--- src/rtl/ped_control_pkg.sv ---
// Shared traffic-light constants for the pedestrian crossing controller:
// FSM state encoding, default phase lengths and phase-counter width.
package ped_control_pkg;

  // Pedestrian lamp phases.
  typedef enum logic [1:0] {
    PED_DONT  = 2'd0,
    PED_WALK  = 2'd1,
    PED_FLASH = 2'd2
  } ped_state_e;

  // Default phase lengths, in upstream tick pulses.
  localparam int PED_WALK_TICKS_DEFAULT  = 5;
  localparam int PED_FLASH_TICKS_DEFAULT = 4;

  // Phase counter width; legal tick counts are 1..63, so it never wraps.
  localparam int PED_CNT_W = 6;

  // Count value present while the last tick of a phase is awaited.
  function automatic logic [PED_CNT_W-1:0] ped_last_count(input int ticks);
    return PED_CNT_W'(ticks - 1);
  endfunction

endpackage

--- src/rtl/ped_phase_counter.sv ---
// Tick-enabled phase counter with synchronous clear and a terminal-count
// flag that is high while the count equals the supplied last value.
module ped_phase_counter
  import ped_control_pkg::*;
(
  input  logic                 clk,
  input  logic                 reset,
  input  logic                 clr,
  input  logic                 en,
  input  logic [PED_CNT_W-1:0] last,
  output logic [PED_CNT_W-1:0] count,
  output logic                 tc
);

  logic [PED_CNT_W-1:0] count_d;
  logic [PED_CNT_W-1:0] count_q;

  // Clear wins over increment so a phase always starts from zero.
  always_comb begin
    count_d = count_q;
    if (clr) begin
      count_d = '0;
    end else if (en) begin
      count_d = count_q + PED_CNT_W'(1);
    end
  end

  // Count register.
  always_ff @(posedge clk or negedge reset) begin
    if (!reset) begin
      count_q <= '0;
    end else begin
      count_q <= count_d;
    end
  end

  assign count = count_q;
  assign tc    = (count_q == last);

endmodule

--- src/rtl/ped_control.sv ---
// Pedestrian crossing controller sitting downstream of the vehicle-light
// controller. Grants WALK only at the start of a red phase when a request is
// waiting, then a blinking clearance phase, then back to DONT.
module ped_control
  import ped_control_pkg::*;
#(
  parameter int WALK_TICKS  = PED_WALK_TICKS_DEFAULT,
  parameter int FLASH_TICKS = PED_FLASH_TICKS_DEFAULT
) (
  input  logic clk,
  input  logic reset,
  input  logic tick,
  input  logic red,
  input  logic yellow,
  input  logic green,
  input  logic ped_req,
  output logic walk,
  output logic dont,
  output logic flash,
  output logic req_pending
);

  localparam logic [PED_CNT_W-1:0] WALK_LAST  = ped_last_count(WALK_TICKS);
  localparam logic [PED_CNT_W-1:0] FLASH_LAST = ped_last_count(FLASH_TICKS);

  ped_state_e state_d, state_q;
  logic       req_pending_d, req_pending_q;
  logic       red_d, red_q;
  logic       red_armed_d, red_armed_q;
  logic       blink_d, blink_q;
  logic       walk_d, walk_q;
  logic       dont_d, dont_q;
  logic       flash_d, flash_q;

  logic                 red_rise;
  logic                 phase_clr;
  logic                 phase_en;
  logic [PED_CNT_W-1:0] phase_last;
  logic [PED_CNT_W-1:0] phase_count;
  logic                 phase_tc;

  // Yellow and green are accepted for completeness but never influence the
  // crossing: only red gates pedestrian entry.
  logic lights_unused;
  assign lights_unused = yellow | green;

  // A red rise only counts once red has been seen low since reset, so a red
  // phase already in progress at reset release cannot open the crossing.
  assign red_rise = red & ~red_q & red_armed_q;

  ped_phase_counter u_phase_counter (
    .clk   (clk),
    .reset (reset),
    .clr   (phase_clr),
    .en    (phase_en),
    .last  (phase_last),
    .count (phase_count),
    .tc    (phase_tc)
  );

  // Counter clears on every state entry and only runs inside WALK/FLASH.
  always_comb begin
    phase_clr  = (state_d != state_q);
    phase_en   = tick & (state_q != PED_DONT);
    phase_last = (state_q == PED_WALK) ? WALK_LAST : FLASH_LAST;
  end

  // Next-state, request latch, blink and output decode.
  always_comb begin
    state_d       = state_q;
    req_pending_d = req_pending_q;
    blink_d       = blink_q;
    red_d         = red;
    red_armed_d   = red_armed_q | ~red;

    case (state_q)
      PED_DONT: begin
        blink_d = 1'b0;
        if (red_rise && (req_pending_q || ped_req)) begin
          // Entering WALK serves the request; a simultaneous ped_req is absorbed.
          state_d       = PED_WALK;
          req_pending_d = 1'b0;
        end else if (ped_req) begin
          req_pending_d = 1'b1;
        end
      end
      PED_WALK: begin
        // Requests are ignored while the walk lamp is lit.
        if (!red) begin
          state_d = PED_DONT;
        end else if (tick && phase_tc) begin
          state_d = PED_FLASH;
          blink_d = 1'b1;
        end
      end
      PED_FLASH: begin
        if (ped_req) begin
          req_pending_d = 1'b1;
        end
        if (!red) begin
          state_d = PED_DONT;
          blink_d = 1'b0;
        end else if (tick) begin
          if (phase_tc) begin
            state_d = PED_DONT;
            blink_d = 1'b0;
          end else begin
            blink_d = ~blink_q;
          end
        end
      end
      default: begin
        state_d = PED_DONT;
        blink_d = 1'b0;
      end
    endcase

    // Lamps are decoded from the next state so they are registered with it.
    walk_d  = (state_d == PED_WALK);
    flash_d = (state_d == PED_FLASH);
    dont_d  = (state_d == PED_DONT) | ((state_d == PED_FLASH) & blink_d);
  end

  // FSM state and registered outputs.
  always_ff @(posedge clk or negedge reset) begin
    if (!reset) begin
      state_q       <= PED_DONT;
      req_pending_q <= 1'b0;
      red_q         <= 1'b0;
      red_armed_q   <= 1'b0;
      blink_q       <= 1'b0;
      walk_q        <= 1'b0;
      dont_q        <= 1'b1;
      flash_q       <= 1'b0;
    end else begin
      state_q       <= state_d;
      req_pending_q <= req_pending_d;
      red_q         <= red_d;
      red_armed_q   <= red_armed_d;
      blink_q       <= blink_d;
      walk_q        <= walk_d;
      dont_q        <= dont_d;
      flash_q       <= flash_d;
    end
  end

  assign walk        = walk_q;
  assign dont        = dont_q;
  assign flash       = flash_q;
  assign req_pending = req_pending_q;

endmodule

--- config.mk ---
export PLATFORM = sky130hd
export DESIGN_NAME = ped_control
export DESIGN_NICKNAME = d
export VERILOG_FILES = /design/src/rtl/ped_control_pkg.sv /design/src/rtl/ped_phase_counter.sv /design/src/rtl/ped_control.sv
export SDC_FILE = /design/constraint.sdc
export NUM_CORES = 1
export LEC_CHECK = 0
export ABC_AREA = 1
export BUFFER_PORTS_ARGS = -buffer_cell sky130_fd_sc_hd__buf_2
export CAP_MARGIN = 20
export CORE_UTILIZATION = 45
export CTS_CLUSTER_SIZE = 14
export DETAILED_ROUTE_END_ITERATION = 8
export HOLD_SLACK_MARGIN = 0.02
export PLACE_DENSITY = 0.73
export SLEW_MARGIN = 10
export SYNTH_ARGS = -nofsm -noshare
export SYNTH_HDL_FRONTEND = slang
export SYNTH_HIERARCHICAL = 1
export SYNTH_SLANG_ARGS = --single-unit
--- constraint.sdc ---
create_clock -name clk -period 2.4 [get_ports clk]
set_input_delay 0.12 -clock clk [delete_from_list [all_inputs] [get_ports clk]]
set_output_delay 0.12 -clock clk [all_outputs]
set_load 0.01 [all_outputs]
* Yosys cells after proc, flatten, opt, wreduce, memory -nomap -nowiden
Index checks and enable logic that the tools add are counted.
** Word-level totals
- Register bits after elaboration :: 15
- Input port bits :: 7
- Word-level logic and storage cells :: 52
- Output and inout bits :: 4
** Operators by class
- Eq/ne operators :: 6
- Add/sub/neg operators :: 1
- Multiplexer cells :: 19
- Reductions and logical operators :: 8
- Bitwise gates (word level) :: 9
** Operators with widths (count)
- $mux 2 :: 6
- $mux 6 :: 2
- $mux 1 :: 7
- $add 6x1->6 const B :: 1
- $eq 6x3->1 :: 1
- $pmux 2 s3 :: 1
- $reduce_bool 2->1 :: 3
- $and 1x1->1 :: 4
- $eq 2x1->1 const B :: 2
- $eq 2x2->1 const B :: 2
- $logic_not 2->1 :: 2
- $pmux 1 s2 :: 2
- $mux 3 :: 1
- $not 1->1 :: 3
- $logic_and 1x1->1 :: 2
- $ne 2x2->1 :: 1
- $or 1x1->1 :: 2
- $logic_or 1x1->1 :: 1

* Depth between registers and ports, before layout
- Depth after elaboration :: 10
- Mapped depth :: 24
- Mapped depth without buffers :: 24

* Hierarchy
Netlist, hierarchy kept.
** By module, submodules not included
- ped_control :: seq. area each 226.5 µm², area an instance 553.0 µm², times used 1, cells each 72
- ped_phase_counter :: seq. area each 150.1 µm², area an instance 445.4 µm², times used 1, cells each 62

* Worst setup path after synthesis
OpenSTA, ideal clock, no wires.
- Kind :: register -> register
- Start :: reg state_q[1]
- End :: reg u_phase_counter.count_q[2] (netlist: u_phase_counter/count[2])
- Arrival :: 2.273 ns
- Clock period less this slack :: 2.398 ns
- Path buffers :: 0
- Setup time :: 0.125 ns
- Path slack :: 0.002 ns
- Stages on the path, launching flop included :: 21
- Data required time :: 2.275 ns
- Cells stage by stage :: dfrtp_1 -> inv_2 -> ha_1 -> inv_1 -> or2_0 -> a21oi_1 -> nand2_1 -> nor2_2 -> nand2_1 -> nor2_1 -> nor2_1 -> nand2_1 -> nand2_4 -> nand2_4 -> nand2_1 -> nand2_1 -> nand2_1 -> nor2_4 -> inv_1 -> a21oi_1 -> nor3_1
** Between the ends
- Word-level cells in the longest chain between the ends :: 9
- Elaborated cells between the ends (all ways) :: 18
- Classes of those cells :: eq/ne (4); mux (9); bitwise (1); reduce/logical (4)
** RTL lines
- start: declaration :: RTL line ped_control.sv:26 : ped_state_e state_d, state_q;
- start signal: assignment :: RTL line ped_control.sv:136 : state_q <= state_d;
- $eq 2x1->1 (*) :: RTL line ped_control.sv:65 : phase_last = (state_q == PED_WALK) ? WALK_LAST : FLASH_LAST;
- $mux 3 (*) :: RTL line ped_control.sv:65
- via phase_last[2] :: RTL line ped_control.sv:38 : logic [PED_CNT_W-1:0] phase_last;
- $eq 6x3->1 (*) :: RTL line ped_phase_counter.sv:38 : assign tc = (count_q == last);
- via phase_tc :: RTL line ped_control.sv:40 : logic phase_tc;
- $mux 2 or $logic_and 1x1->1 (tied branches) :: RTL line ped_control.sv:104, ped_control.sv:91
- $mux 2 (on tied branches) :: RTL line ped_control.sv:103, ped_control.sv:91
- $mux 2 (on tied branches) :: RTL line ped_control.sv:100, ped_control.sv:89
- $pmux 2 s3 (*) :: RTL line ped_control.sv:76 : case (state_q)
- $ne 2x2->1 (*) :: RTL line ped_control.sv:63 : phase_clr = (state_d != state_q);
- via phase_clr :: RTL line ped_control.sv:36 : logic phase_clr;
- $mux 6 or $reduce_bool 2->1 (tied branches)
- end signal: assignment :: RTL line ped_phase_counter.sv:33 : count_q <= count_d;
- end: declaration :: RTL line ped_phase_counter.sv:16 : logic [PED_CNT_W-1:0] count_q;
Mark *: on every way through the listed nets, which the timed path passes. The rest lies on a longest branch.
A chain may end at the register's enable or synchronous reset.

* Worst setup path after layout
- Start :: reg state_q[0]
- End :: reg u_phase_counter.count_q[2] (netlist: u_phase_counter/count[2])
Same word-level chain as after synthesis.

==> reports/metrics.csv <==
metric,value,unit
ir_worst_vdd,586,µV
netlist.area_leader.share,35.1,%
first_iter_violations,26,
firstDrtPassIters,4,
core.rowCount,16,
max_freq,421,MHz
cap_viol_max_count,0,
critical_path.cell_chain,ha_4 -> buf_4 -> xor2_1 -> nor2_1 -> nand2_1 -> nor2_2 -> nand2_2 -> nor2_1 -> nor2_1 -> nand2_1 -> nand2_4 -> nand2_4 -> nand2_2 -> nand2_2 -> nand2_4 -> nor2_4 -> inv_2 -> a21oi_2 -> nor3_1,
number_of_cells_traversed_by_the_worst_register_to_register_path,19,
distinct_cells_synth,27,
antenna_cells,0,
die_h,49.1,µm
crit_path_end_kind,register,
min_delay_path_class,in -> reg,
clk_latency,0.28,ns
register_bit_count_reported_by_yosys,15,
htreeDepth,1,
area_used_by_multi_input_combinational_logic,574,µm²
finalCriticalPeriod,2.38,ns
synth_top_cells_by_area,"dfrtp_1 (35%), nand2_1 (12%), inv_1 (8.3%)",
syn2layout_area_growth,25.9,%
power.share.clock,14.8,%
grt_pass1_wl,3530,µm
p_switching,0.414,mW
clockBufferDepth,2,
worstHoldStart,ped_req,
synth.cell_area,998,µm²
worst-setup-path-type,reg -> reg,
synth-compound-area-share,6.02,%
synth_top_family_by_area,simple AND/OR/NAND/NOR gates,
arrival,2.55,ns
power.sequential.fraction,34.8,%
rrSetupSlack,0.02,ns
cts_buffers,3,
grt_setup_unrepaired,yes,
post_synth_mux_area_share,0,%
crit-reg2reg-capture,u_phase_counter/count[2]$_DFFE_PN0P_,
worstPathRequired,2.57,ns
power.density_cell_area,771,mW/mm²
wire_length_per_cell_after_detailed_routing,10.8,µm
switching_share_of_total_power,42.7,%
clock-sinks,15,
vias,898,
finalHoldViolations,0,
worst_setup_hold_path_clk_slew,0.09,ns
fillers,176,
hold_end,req_pending$_DFFE_PN0P_,
vias_in_the_first_global_route,839,
final_setup_violation_count,0,
fp.coreArea,0.00202,mm²
initial_core_util,49.4,%
finalWeightedCongestion,0.854,
synthAdderAreaFrac,6.27,%
dieArea,0.00241,mm²
finClkSkew,0.00423,ns
grt_remaining_overflow,0,
num_io_pins,11,
vias_per_cell,4.75,
finalPower,0.970,mW
run_status,"complete, no violations",
initial_antenna_violation_count,0,
cpPeakStageDelay,0.43,ns
maximum_number_of_pins_on_one_net_before_global_route_repair,16,
synthSimpleGateAreaFrac,37.1,%
track_usage,19.2,%
timing.critical_path.fanout_max,4,
finalNonFillerCells,189,
final_layout_size_suffix_gt1_share,34.0,%
post_synthesis_share_of_cell_area_spent_on_xor_and_xnor_gates,1.75,%
worst_r2r_startpoint,state_q[0]$_DFF_PN0_,
placed_cells_incl_taps,180,
cts-root-buf,clkbuf_4,
net_count_reported_at_finish,175,
power_report.internal_total,0.556,mW
remaining_drc_errors,0,
dp_hpwl,1530,µm
drt-total-wl,2040,µm
buffer_ports.inserted,8,
cts_tree,done,
slew_viol_final,0,
register_area,377,µm²
avg_inst_size_synth,7.45,µm²
synthCells,134,
p_leak,0.676,nW
number_of_nets_still_failing_antenna_checks_after_routing,0,
critical_path.slowest_cell,dfrtp_1,
seq_area_frac_synth,37.7,%
power.combinational.fraction,50.3,%
die_w,49.1,µm
synth.yosys.warnings,6,
synthDominantAreaCellType,dfrtp_1,
start_kind,register,
min_period_over_period,99.0,%
min_delay_path_depth,4,
## flip-flops by register name, summed over array words and instances, names as in the netlist
| name | count |
|---|---|
| req_pending | 1 |
| u_phase_counter/count | 6 |
| red_q | 1 |
| state_q | 2 |
| dont | 1 |
| blink_q | 1 |
| walk | 1 |
| red_armed_q | 1 |
| flash | 1 |
## cell usage in the layout, fill, tap and decap left out, types with 2 or more instances in the layout
cell	n
inv_1	20
inv_2	4
nand2_4	3
buf_4	11
inv_4	2
nand3_1	6
dlygate4sd3_1	2
nor2_2	2
clkbuf_4	3
o21ai_1	3
nor2_1	9
conb_1	5
o21ai_0	4
nand3_2	2
nand2_1	26
a21oi_2	4
nand2_2	8
nand4_1	7
or2_2	3
xor2_1	2
nor2_4	2
or2_1	2
ha_1	4
buf_2	8
dfrtp_1	14
## cell usage after synthesis
library cell and instances:
conb_1 1, xor2_1 2, or2_2 3, inv_2 2, nor2_1 9, or2_1 1, a21oi_1 5, nand2_1 31
or2_0 1, clkinv_1 1, dfrtp_1 14, nand2_2 4, o21ai_0 6, ha_1 5, o21ai_1 1, inv_1 22
nand3_2 2, nor3_1 1, nand2_4 2, inv_4 1, dfstp_2 1, nand3_1 6, nor2_2 2, buf_4 1
nand4_1 7, nor3b_1 1, nor2_4 2
## layout make-up
| type | instances | share of cell area (%) |
|---|---|---|
| Sequential cell | 15 | 30.0 |
| Inverter | 26 | 8.16 |
| Clock inverter | 1 | 0.398 |
| Tap cell | 27 | 2.69 |
| Multi-Input combinational cell | 96 | 45.7 |
| Clock buffer | 3 | 1.79 |
| Timing Repair Buffer | 21 | 11.3 |
## how the worst max path moves through the flow
stage                                     from                                   end  slack [ns]  cells after the start
after detailed placement  state_q[1]$_DFF_PN0_  u_phase_counter/count[2]$_DFFE_PN0P_       -0.06                     18
after CTS                 state_q[1]$_DFF_PN0_  u_phase_counter/count[5]$_DFFE_PN0P_       0.007                     22
after floorplan           state_q[1]$_DFF_PN0_  u_phase_counter/count[2]$_DFFE_PN0P_       0.002                     20
after global placement    state_q[1]$_DFF_PN0_  u_phase_counter/count[2]$_DFFE_PN0P_      -0.005                     20
final                     state_q[0]$_DFF_PN0_  u_phase_counter/count[2]$_DFFE_PN0P_        0.02                     19
after global routing      state_q[1]$_DFF_PN0_  u_phase_counter/count[2]$_DFFE_PN0P_       -0.10                     20
## what timing repair did
| action | in CTS | in global routing |
|---|---|---|
| buffers inserted | 1 | 2 |
| hold buffers | 2 | 0 |
| resized for setup | 7 | 12 |
| hold endpoints to repair | 16 | 0 |
| setup endpoints to repair | 4 | 6 |
| pin swaps | 9 | 9 |
## cells by family after synthesis
family | count (synthesis)
other | 1
DFF | 15
buffers and inverters | 27
and+or+nand+nor | 72
AOI/OAI and AO/OA | 12
adders and majority gates | 5
xor gates and xnor gates | 2
## metal layers
layer | vias to the layer above | track usage, % | part of all wire (%)
li1 | 468 | - | -
met1 | 417 | 22.5 | 43
met2 | 11 | 34.0 | 54
met3 | 2 | 2.80 | 2.8
met4 | 0 | 8.82 | 0.69
met5 | - | 0 | 0
## critical path, delay by kind of cell, from the launching register on
kind	cells	cell delay [ns]
simple gates	14	1.17
compound gates	1	0.13
buf+inv	2	0.22
fa+ha+maj	1	0.19
flops	1	0.43
xor+xnor	1	0.13
## per-stage QoR
stage / instance area (µm²) / utilization (%) / hold WS (ns) / worst slack, ns / TNS [ns]
6_report: 1260 / 62.2 / 0.160 / 0.0236 / 0
5_1_grt: 1260 / 62.2 / 0.190 / -0.100 / -0.230
4_1_cts: 1210 / 60.1 / 0.145 / 0.00670 / 0
3_5_place_dp: 1140 / 56.4 / 0.0471 / -0.0587 / -0.0969
3_3_place_gp: 1140 / 56.4 / 0.0437 / -0.00522 / -0.00522
2_1_floorplan: 1010 / - / -0.176 / 0.00171 / 0
## power by group through the flow
stage          clock network, mW  logic, mW  registers, mW
3_3_place_gp                   0      0.413          0.335
3_5_place_dp                   0      0.426          0.338
2_1_floorplan                  0      0.279          0.347
6_report                   0.144      0.488          0.338
5_1_grt                    0.165      0.548          0.345
4_1_cts                    0.151      0.459          0.337
Note: power is estimated with default switching activity, not from simulation.
